==> src/rtl/sync_join3_if.sv <==
// rtl/sync_join3_if.sv - three-lane drive/free inputs and joined drive/free output of sync_join3
interface sync_join3_if #(
    parameter int W0 = 5,
    parameter int W1 = 10,
    parameter int W2 = 3
);
    localparam int WO = W0 + W1 + W2;

    logic [2:0]    i_drive_3;
    logic [W0-1:0] i_data0;
    logic [W1-1:0] i_data1;
    logic [W2-1:0] i_data2;
    logic [2:0]    o_free_3;
    logic          o_driveNext;
    logic          i_freeNext;
    logic [WO-1:0] o_data;
    logic          o_err;

    modport slave (
        input  i_drive_3, i_data0, i_data1, i_data2, i_freeNext,
        output o_free_3, o_driveNext, o_data, o_err
    );

    modport master (
        output i_drive_3, i_data0, i_data1, i_data2, i_freeNext,
        input  o_free_3, o_driveNext, o_data, o_err
    );
endinterface

==> src/rtl/sync_join3.sv <==
// rtl/sync_join3.sv - three-lane credit-based join, lane 0 in the MSBs of the joined word
// Optional macro SYNC_JOIN3_ERR_EN compiles in overflow / spurious-free detection on o_err.
module sync_join3 #(
    parameter int DATA_WIDTHIN0 = 5,
    parameter int DATA_WIDTHIN1 = 10,
    parameter int DATA_WIDTHIN2 = 3,
    parameter int FIFO_DEPTH    = 2
) (
    input logic         clk,
    input logic         rst,
    sync_join3_if.slave bus
);
    localparam int W  = DATA_WIDTHIN0 + DATA_WIDTHIN1 + DATA_WIDTHIN2;
    localparam int AW = $clog2(FIFO_DEPTH);
    localparam int PW = AW + 1;

    typedef enum logic {IDLE, HOLD} state_t;

    state_t state_q, state_d;

    logic [DATA_WIDTHIN0-1:0] mem0_q [FIFO_DEPTH];
    logic [DATA_WIDTHIN1-1:0] mem1_q [FIFO_DEPTH];
    logic [DATA_WIDTHIN2-1:0] mem2_q [FIFO_DEPTH];

    logic [PW-1:0] wr_ptr_q [3];
    logic [PW-1:0] wr_ptr_d [3];
    logic [PW-1:0] rd_ptr_q [3];
    logic [PW-1:0] rd_ptr_d [3];
    logic [PW-1:0] cnt_q    [3];
    logic [PW-1:0] cnt_d    [3];

    logic [2:0]    full;
    logic [2:0]    push;
    logic          join_go;
    logic [W-1:0]  data_q, data_d;
    logic          drive_next_q;
    logic [2:0]    free_q;

    always_comb begin
        full     = '0;
        push     = '0;
        wr_ptr_d = wr_ptr_q;
        rd_ptr_d = rd_ptr_q;
        cnt_d    = cnt_q;
        for (int k = 0; k < 3; k++) begin
            full[k] = (cnt_q[k] == PW'(FIFO_DEPTH));
        end
        // Fullness is judged before any same-cycle pop: strict credit accounting.
        push = bus.i_drive_3 & ~full;

        join_go = (cnt_q[0] != '0) && (cnt_q[1] != '0) && (cnt_q[2] != '0) &&
                  ((state_q == IDLE) || bus.i_freeNext);

        for (int k = 0; k < 3; k++) begin
            wr_ptr_d[k] = (wr_ptr_q[k] + PW'(push[k])) & PW'(FIFO_DEPTH - 1);
            rd_ptr_d[k] = (rd_ptr_q[k] + PW'(join_go)) & PW'(FIFO_DEPTH - 1);
            cnt_d[k]    = cnt_q[k] + PW'(push[k]) - PW'(join_go);
        end

        state_d = state_q;
        if (join_go) begin
            state_d = HOLD;
        end else if ((state_q == HOLD) && bus.i_freeNext) begin
            state_d = IDLE;
        end

        data_d = data_q;
        if (join_go) begin
            data_d = {mem0_q[rd_ptr_q[0][AW-1:0]],
                      mem1_q[rd_ptr_q[1][AW-1:0]],
                      mem2_q[rd_ptr_q[2][AW-1:0]]};
        end
    end

    always_ff @(posedge clk) begin
        if (rst) begin
            state_q      <= IDLE;
            data_q       <= '0;
            drive_next_q <= 1'b0;
            free_q       <= '0;
            for (int k = 0; k < 3; k++) begin
                wr_ptr_q[k] <= '0;
                rd_ptr_q[k] <= '0;
                cnt_q[k]    <= '0;
            end
        end else begin
            state_q      <= state_d;
            data_q       <= data_d;
            drive_next_q <= join_go;
            free_q       <= {3{join_go}};
            wr_ptr_q     <= wr_ptr_d;
            rd_ptr_q     <= rd_ptr_d;
            cnt_q        <= cnt_d;
        end
    end

    // Storage needs no reset: pointers and counts alone decide what is live.
    always_ff @(posedge clk) begin
        if (!rst) begin
            if (push[0]) mem0_q[wr_ptr_q[0][AW-1:0]] <= bus.i_data0;
            if (push[1]) mem1_q[wr_ptr_q[1][AW-1:0]] <= bus.i_data1;
            if (push[2]) mem2_q[wr_ptr_q[2][AW-1:0]] <= bus.i_data2;
        end
    end

`ifdef SYNC_JOIN3_ERR_EN
    logic err_q, err_d;

    always_comb begin
        err_d = err_q | (|(bus.i_drive_3 & full)) | ((state_q == IDLE) && bus.i_freeNext);
    end

    always_ff @(posedge clk) begin
        if (rst) begin
            err_q <= 1'b0;
        end else begin
            err_q <= err_d;
        end
    end

    assign bus.o_err = err_q;
`else
    assign bus.o_err = 1'b0;
`endif

    assign bus.o_data      = data_q;
    assign bus.o_driveNext = drive_next_q;
    assign bus.o_free_3    = free_q;
endmodule

==> src/flat_wrapper.sv <==
// flat-port wrapper written by rule: the top's interface ports become plain ports
module sync_join3_flat 
#(
    parameter int DATA_WIDTHIN0 = 5,
    parameter int DATA_WIDTHIN1 = 10,
    parameter int DATA_WIDTHIN2 = 3,
    parameter int FIFO_DEPTH    = 2
)
  (clk, rst, bus_i_drive_3, bus_i_data0, bus_i_data1, bus_i_data2, bus_i_freeNext, bus_o_free_3, bus_o_driveNext, bus_o_data, bus_o_err);
  sync_join3_if #(.W0((5)), .W1((10)), .W2((3))) bus_i ();
  input logic clk;
  input logic rst;
  input wire logic [$bits(bus_i.i_drive_3)-1:0] bus_i_drive_3;
  input wire logic [$bits(bus_i.i_data0)-1:0] bus_i_data0;
  input wire logic [$bits(bus_i.i_data1)-1:0] bus_i_data1;
  input wire logic [$bits(bus_i.i_data2)-1:0] bus_i_data2;
  input wire logic [$bits(bus_i.i_freeNext)-1:0] bus_i_freeNext;
  output wire logic [$bits(bus_i.o_free_3)-1:0] bus_o_free_3;
  output wire logic [$bits(bus_i.o_driveNext)-1:0] bus_o_driveNext;
  output wire logic [$bits(bus_i.o_data)-1:0] bus_o_data;
  output wire logic [$bits(bus_i.o_err)-1:0] bus_o_err;
  assign bus_i.i_drive_3 = bus_i_drive_3;
  assign bus_i.i_data0 = bus_i_data0;
  assign bus_i.i_data1 = bus_i_data1;
  assign bus_i.i_data2 = bus_i_data2;
  assign bus_i.i_freeNext = bus_i_freeNext;
  assign bus_o_free_3 = bus_i.o_free_3;
  assign bus_o_driveNext = bus_i.o_driveNext;
  assign bus_o_data = bus_i.o_data;
  assign bus_o_err = bus_i.o_err;
  sync_join3 #(.DATA_WIDTHIN0(DATA_WIDTHIN0), .DATA_WIDTHIN1(DATA_WIDTHIN1), .DATA_WIDTHIN2(DATA_WIDTHIN2), .FIFO_DEPTH(FIFO_DEPTH)) u_core (.clk(clk), .rst(rst), .bus(bus_i));
endmodule
==> config.mk <==
export PLATFORM = sky130hd
export DESIGN_NAME = sync_join3_flat
export DESIGN_NICKNAME = d
export VERILOG_FILES = /design/src/rtl/sync_join3_if.sv /design/src/rtl/sync_join3.sv /design/src/flat_wrapper.sv
export SDC_FILE = /design/constraint.sdc
export NUM_CORES = 1
export LEC_CHECK = 0
export ABC_CLOCK_PERIOD_IN_PS = 2750
export CORE_UTILIZATION = 52
export DETAILED_ROUTE_END_ITERATION = 6
export PLACE_DENSITY = 0.78
export SLEW_MARGIN = 30
export SYNTH_ARGS = -nofsm -noshare
export SYNTH_HDL_FRONTEND = slang
export SYNTH_SLANG_ARGS = --single-unit
==> constraint.sdc <==
create_clock -name clk -period 2.75 [get_ports clk]
set_input_delay 0.275 -clock clk [delete_from_list [all_inputs] [get_ports clk]]
set_output_delay 0.275 -clock clk [all_outputs]
set_load 0.05 [all_outputs]
**After elaboration in Yosys (flattened, before gate mapping)**

Memories as Yosys holds them, arrays and structs flattened. A register that Yosys moved wholly into a read port is not among the register bits.
Index checks and enable logic that the tools add are counted.
W data, S select, Z words.

- Reduce and logical (&&, ||, !) cells: 9
- Add/subtract/negate cells: 12
- Multiplexer cells: 11
- Equality and inequality tests: 3
- Bitwise logic cells: 3

Operator list:

| operator | number |
|---|---|
| $mux W1 | 11 |
| $reduce_bool A2 Y1 | 4 |
| $add A1 B1 Y1 | 6 |
| $add A2 B1 Y2 | 3 |
| $eq A2 B2 Y1 const B | 3 |
| $sub A2 B1 Y2 | 3 |
| $logic_and A1 B1 Y1 | 4 |
| $and A3 B3 Y3 | 1 |
| $not A3 Y3 | 1 |
| $logic_or A1 B1 Y1 | 1 |
| $not A1 Y1 | 1 |

- Memory bits (writable): 36
- Input port bits: 24
- Logic and storage cells: 53
- Output and inout bits: 23
- Register bits: 15
- Memories: 3

Memory list:

| memory | words | bits a word | rd ports | clocked after memory_dff | write ports | line | text |
|---|---|---|---|---|---|---|---|
| u_core.mem1_q | 2 | 10 | 1 | 1 | 1 | sync_join3.sv:22 | `logic [DATA_WIDTHIN1-1:0] mem1_q [FIFO_DEPTH];` |
| u_core.mem0_q | 2 | 5 | 1 | 1 | 1 | sync_join3.sv:21 | `logic [DATA_WIDTHIN0-1:0] mem0_q [FIFO_DEPTH];` |
| u_core.mem2_q | 2 | 3 | 1 | 1 | 1 | sync_join3.sv:23 | `logic [DATA_WIDTHIN2-1:0] mem2_q [FIFO_DEPTH];` |

**Depth between registers and ports, before layout**

- Depth after elaboration: 6
- Gate-level depth with buffers: 10
- Depth with buffers taken out: 8

**Least setup slack after synthesis**

OpenSTA, ideal clock, no wires.

- Kind: register to register
- Start: register u_core.cnt_q[0] (netlist name)
- End: register u_core.cnt_q[1] (netlist name)
- Required time: 2671 ps
- Path slack: 832 ps
- Buffers on the path: 2
- Stages on the path, launching flop included: 11
- Data arrival time: 1839 ps
- Path through: dfxtp_1 -> or2_1 -> and3_1 -> buf_6 -> buf_6 -> ha_1 -> inv_1 -> ha_1 -> xor2_1 -> and2_1 -> nor3_1

- Elaborated cells between the ends (all ways): 8
- Classes of those cells: add/sub (2); eq/ne (1); bitwise (2); reduce/logical (3)

RTL lines:

| item | line | text |
|---|---|---|
| start: declaration | sync_join3.sv:29 | `logic [PW-1:0] cnt_q [3];` |
| start signal: assignment | sync_join3.sv:93 | `cnt_q <= cnt_d;` |
| $reduce_bool A2 Y1 | sync_join3.sv:51 | `join_go = (cnt_q[0] != '0) && (cnt_q[1] != '0) && (cnt_q[2] != '0) &&` |
| $logic_and A1 B1 Y1 (2 in a row) | sync_join3.sv:51 |  |
| named net u_core.join_go | sync_join3.sv:34 | `logic join_go;` |
| $sub A2 B1 Y2 | sync_join3.sv:57 | `cnt_d[k] = cnt_q[k] + PW'(push[k]) - PW'(join_go);` |

The timed path passes the listed nets, and every way through them passes these cells.
A chain may end at the register's enable or synchronous reset.

**Worst setup path in the final report**

- Start: register u_core.cnt_q[0] (netlist name)
- End: register u_core.cnt_q[5] (netlist name)

- Longest elaborated chain between the ends: 4

RTL lines:

| item | line |
|---|---|
| $reduce_bool A2 Y1 | sync_join3.sv:51 |
| $logic_and A1 B1 Y1 (2 in a row) | sync_join3.sv:51 |
| $sub A2 B1 Y2 | sync_join3.sv:57 |

Every way passes these cells.

==> metrics.cfg <==
[run_status]
status=complete, no violations

[yosys]
synth_area_leaders=edfxtp_1 38%, dfxtp_1 23%, a211oi_2 8.0%
ys_warn_count=0
synth-edff-count=36
synth_top_area_share_pct=38.47
avgSynthCellArea_sq_um=13.19
ys_seq_area_share_pct=61.26
syn_area_sq_mm=0.002810
synthDistinctLibCells=28
syn_nets=243
synthFlopType=edfxtp_1
async_reset_ff_share_pct=0
synth_cells=213
synth-seq-cells=68
synth_top_area_cell=edfxtp_1

[timing]
fmax_ghz=0.4966
max-slew-margin-rel_pct=50.77
setup_slack_ns=0.7361
setup_tns_ns=0
drv_slew=0
timing.final.hold_violations=0
rsz0062_at_grt=false
period_needed_ns=2.014
post-route-period-util_pct=73.23
finalSetupViolCount=0
worst_pin_slew_ns=0.7368
final.setup_skew_ns=0.007772

[power]
clock_power_share_pct=22.8
combPwrFrac_pct=35.1
p_leak_nw=1.209
seq_power_share_pct=42.0
p_total_mw=3.280
internal-power_mw=2.124
cellPowerDensity_mw_per_mm2=952.2
max-vdd-ir-drop_uv=577.9
swShare_pct=35.24
switchingPower_mw=1.156

[clocking]
cts_sinks=68
holdBufCountCts=0
cts_buffers=9
cts.clk_slew.worst_paths_ns=0.06
cts_root_buffer=clkbuf_8
clk_latency_ns=0.34
cts_resized=0
cts_tree=built
cts_setup_buffers=0
clockBufferDepth=2
htreeDepth=3

[drt]
via_per_inst=5.224
vias=1724
totalWireLength_microns=4777
firstDrtPassIters=4
wl_per_cell_microns=14.48
ant_nets=0
post-route-drc-count=0
drt_iter0_markers=104

[setup_path]
worstSetupStartpointType=flop
cp_max_fo=20
worstPathRequired_ns=3.00
crit_start=u_core.cnt_q[0]
crit_type=flop to flop
arrival_ns=2.26
worstSetupEndpointType=flop
regToRegStartpoint=u_core.cnt_q[0]

[global_route]
gr-usage-all-layers_pct=18.51
grt_pass1_vias=1626
overflow=0
antenna_found_initial=0
grt_max_degree=25
grt_pass1_wl_microns=7507

[floorplan]
fp.dieH_microns=75.52
num_io_pins=47
die-area_sq_mm=0.005703
start_util_pct=54.67
fp.coreArea_sq_mm=0.005140
row_count=26
fp.dieW_microns=75.52

[placed_design]
pre_cts_slack_ns=0.6500
port_buffers=45
dp_hpwl_microns=3156
gp_congestion=0.6486

[hold_path]
hold_start=rst
hp-class=input port to flop

[final_layout]
drive_above_1_share_pct=15.77
fin_nets=286
insertedDiodeCount=0
area_delta_synth_final_pct=22.57

[flow_run]
maxCapViolations=0

-- metrics by stage --
stage	area (sq um)	util [%]	instances	hold slack, ns
final	3445	67.02	330	0.3921
after global routing	3445	67.02	330	0.4119
after global placement	3269	63.61	315	0.4786
after detailed placement	3269	63.61	315	0.5010
after floorplan	2810	-	213	0.3739
after CTS	3445	67.02	330	0.3904
-- state kept, by name, indices dropped and copies added, names as in the netlist --
signal                  cells
u_core.bus.o_data          18
u_core.bus.o_driveNext      1
u_core.cnt_q                6
u_core.mem0_q              10
u_core.mem1_q              20
u_core.mem2_q               6
u_core.rd_ptr_q             3
u_core.state_q              1
u_core.wr_ptr_q             3
-- per-layer routing --
metal | routed length [microns] | global-route usage (%)
met1 | 2153 | 23.50
met2 | 2320 | 28.87
met3 | 185 | 4.497
met4 | 116 | 11.11
met5 | 0 | 0
-- synthesized netlist by cell type, types with 3 or more instances --
| cell type | count |
|---|---|
| buf_1 | 3 |
| a211oi_2 | 18 |
| mux2_2 | 3 |
| ha_1 | 6 |
| buf_4 | 5 |
| mux2i_1 | 18 |
| a31oi_1 | 18 |
| o21ai_0 | 3 |
| nor2_1 | 6 |
| and2_1 | 3 |
| edfxtp_1 | 36 |
| or3_1 | 3 |
| buf_2 | 8 |
| nor3_1 | 6 |
| nor3b_1 | 3 |
| dfxtp_1 | 32 |
| a21oi_1 | 4 |
| nor2b_1 | 10 |
| nand2b_1 | 4 |
| xor2_1 | 3 |
| buf_6 | 3 |
| inv_1 | 12 |
-- critical path: stages (launching register included) --
cell and delay (ns):
dfxtp_1 0.32, or2_1 0.22, buf_4 0.21, and3_1 0.25, ha_1 0.28, inv_1 0.04, ha_1 0.19, xor2_1 0.15
and2_1 0.15, nor3_1 0.13
-- power groups by stage --
stage	Clock, mW	Sequential [mW]	Combinational [mW]
6_report	0.749	1.38	1.15
3_3_place_gp	0	1.40	1.13
5_1_grt	0.801	1.40	1.25
4_1_cts	0.765	1.38	1.16
3_5_place_dp	0	1.40	1.16
2_1_floorplan	0	1.58	0.682
-- worst paths after layout --
path                         to  slack (ns)  depth (start not counted)
min reg2reg  u_core.wr_ptr_q[4]        0.50                          2
max             u_core.cnt_q[5]        0.74                          9
max reg2reg     u_core.cnt_q[5]        0.74                          9
min             u_core.cnt_q[4]        0.39                          2
-- cell usage in the layout, fill, tap and decap left out --
master	Yosys	final
clkdlybuf4s50_1	0	44
edfxtp_1	36	36
dfxtp_1	32	32
mux2i_1	18	18
a31oi_1	18	18
a211oi_2	18	18
inv_1	12	12
nor2b_1	10	10
clkbuf_8	0	9
buf_4	5	7
nor3_1	6	6
nor2_1	6	6
ha_1	6	6
nand2b_1	4	4
a21oi_1	4	4
nor3b_1	3	3
xor2_1	3	3
and2_1	3	3
mux2_2	3	3
o21ai_0	3	3
or3_1	3	3
clkbuf_1	1	3
clkinv_2	0	2
o22a_1	1	1
or2_1	1	1
and3_1	1	1
nand2_1	1	1
conb_1	1	1
bufinv_16	0	1
buf_2	8	1
-- logic make-up (layout without fill, tap and decap cells) --
logic type,after synthesis,after routing,share of synthesized area (%)
DFF,68,68,61.26
and+or+nand+nor,38,38,7.703
AOI/OAI and AO/OA,44,44,13.58
other,1,1,0.1334
muxes,21,21,7.613
adders and majority gates,6,6,2.671
buffers and inverters,32,79,6.100
xor gates and xnor gates,3,3,0.9352
-- layout make-up --
cell class | count | area [sq um]
tap | 70 | 87.58
multi-input combinational | 113 | 917.1
clock buffer | 12 | 135.1
timing repair buffer | 52 | 498.0
clock inverter | 3 | 40.04
fill | 401 | 1695
inverter | 12 | 45.04
sequential | 68 | 1722
Power figures use the tool's default switching activity.
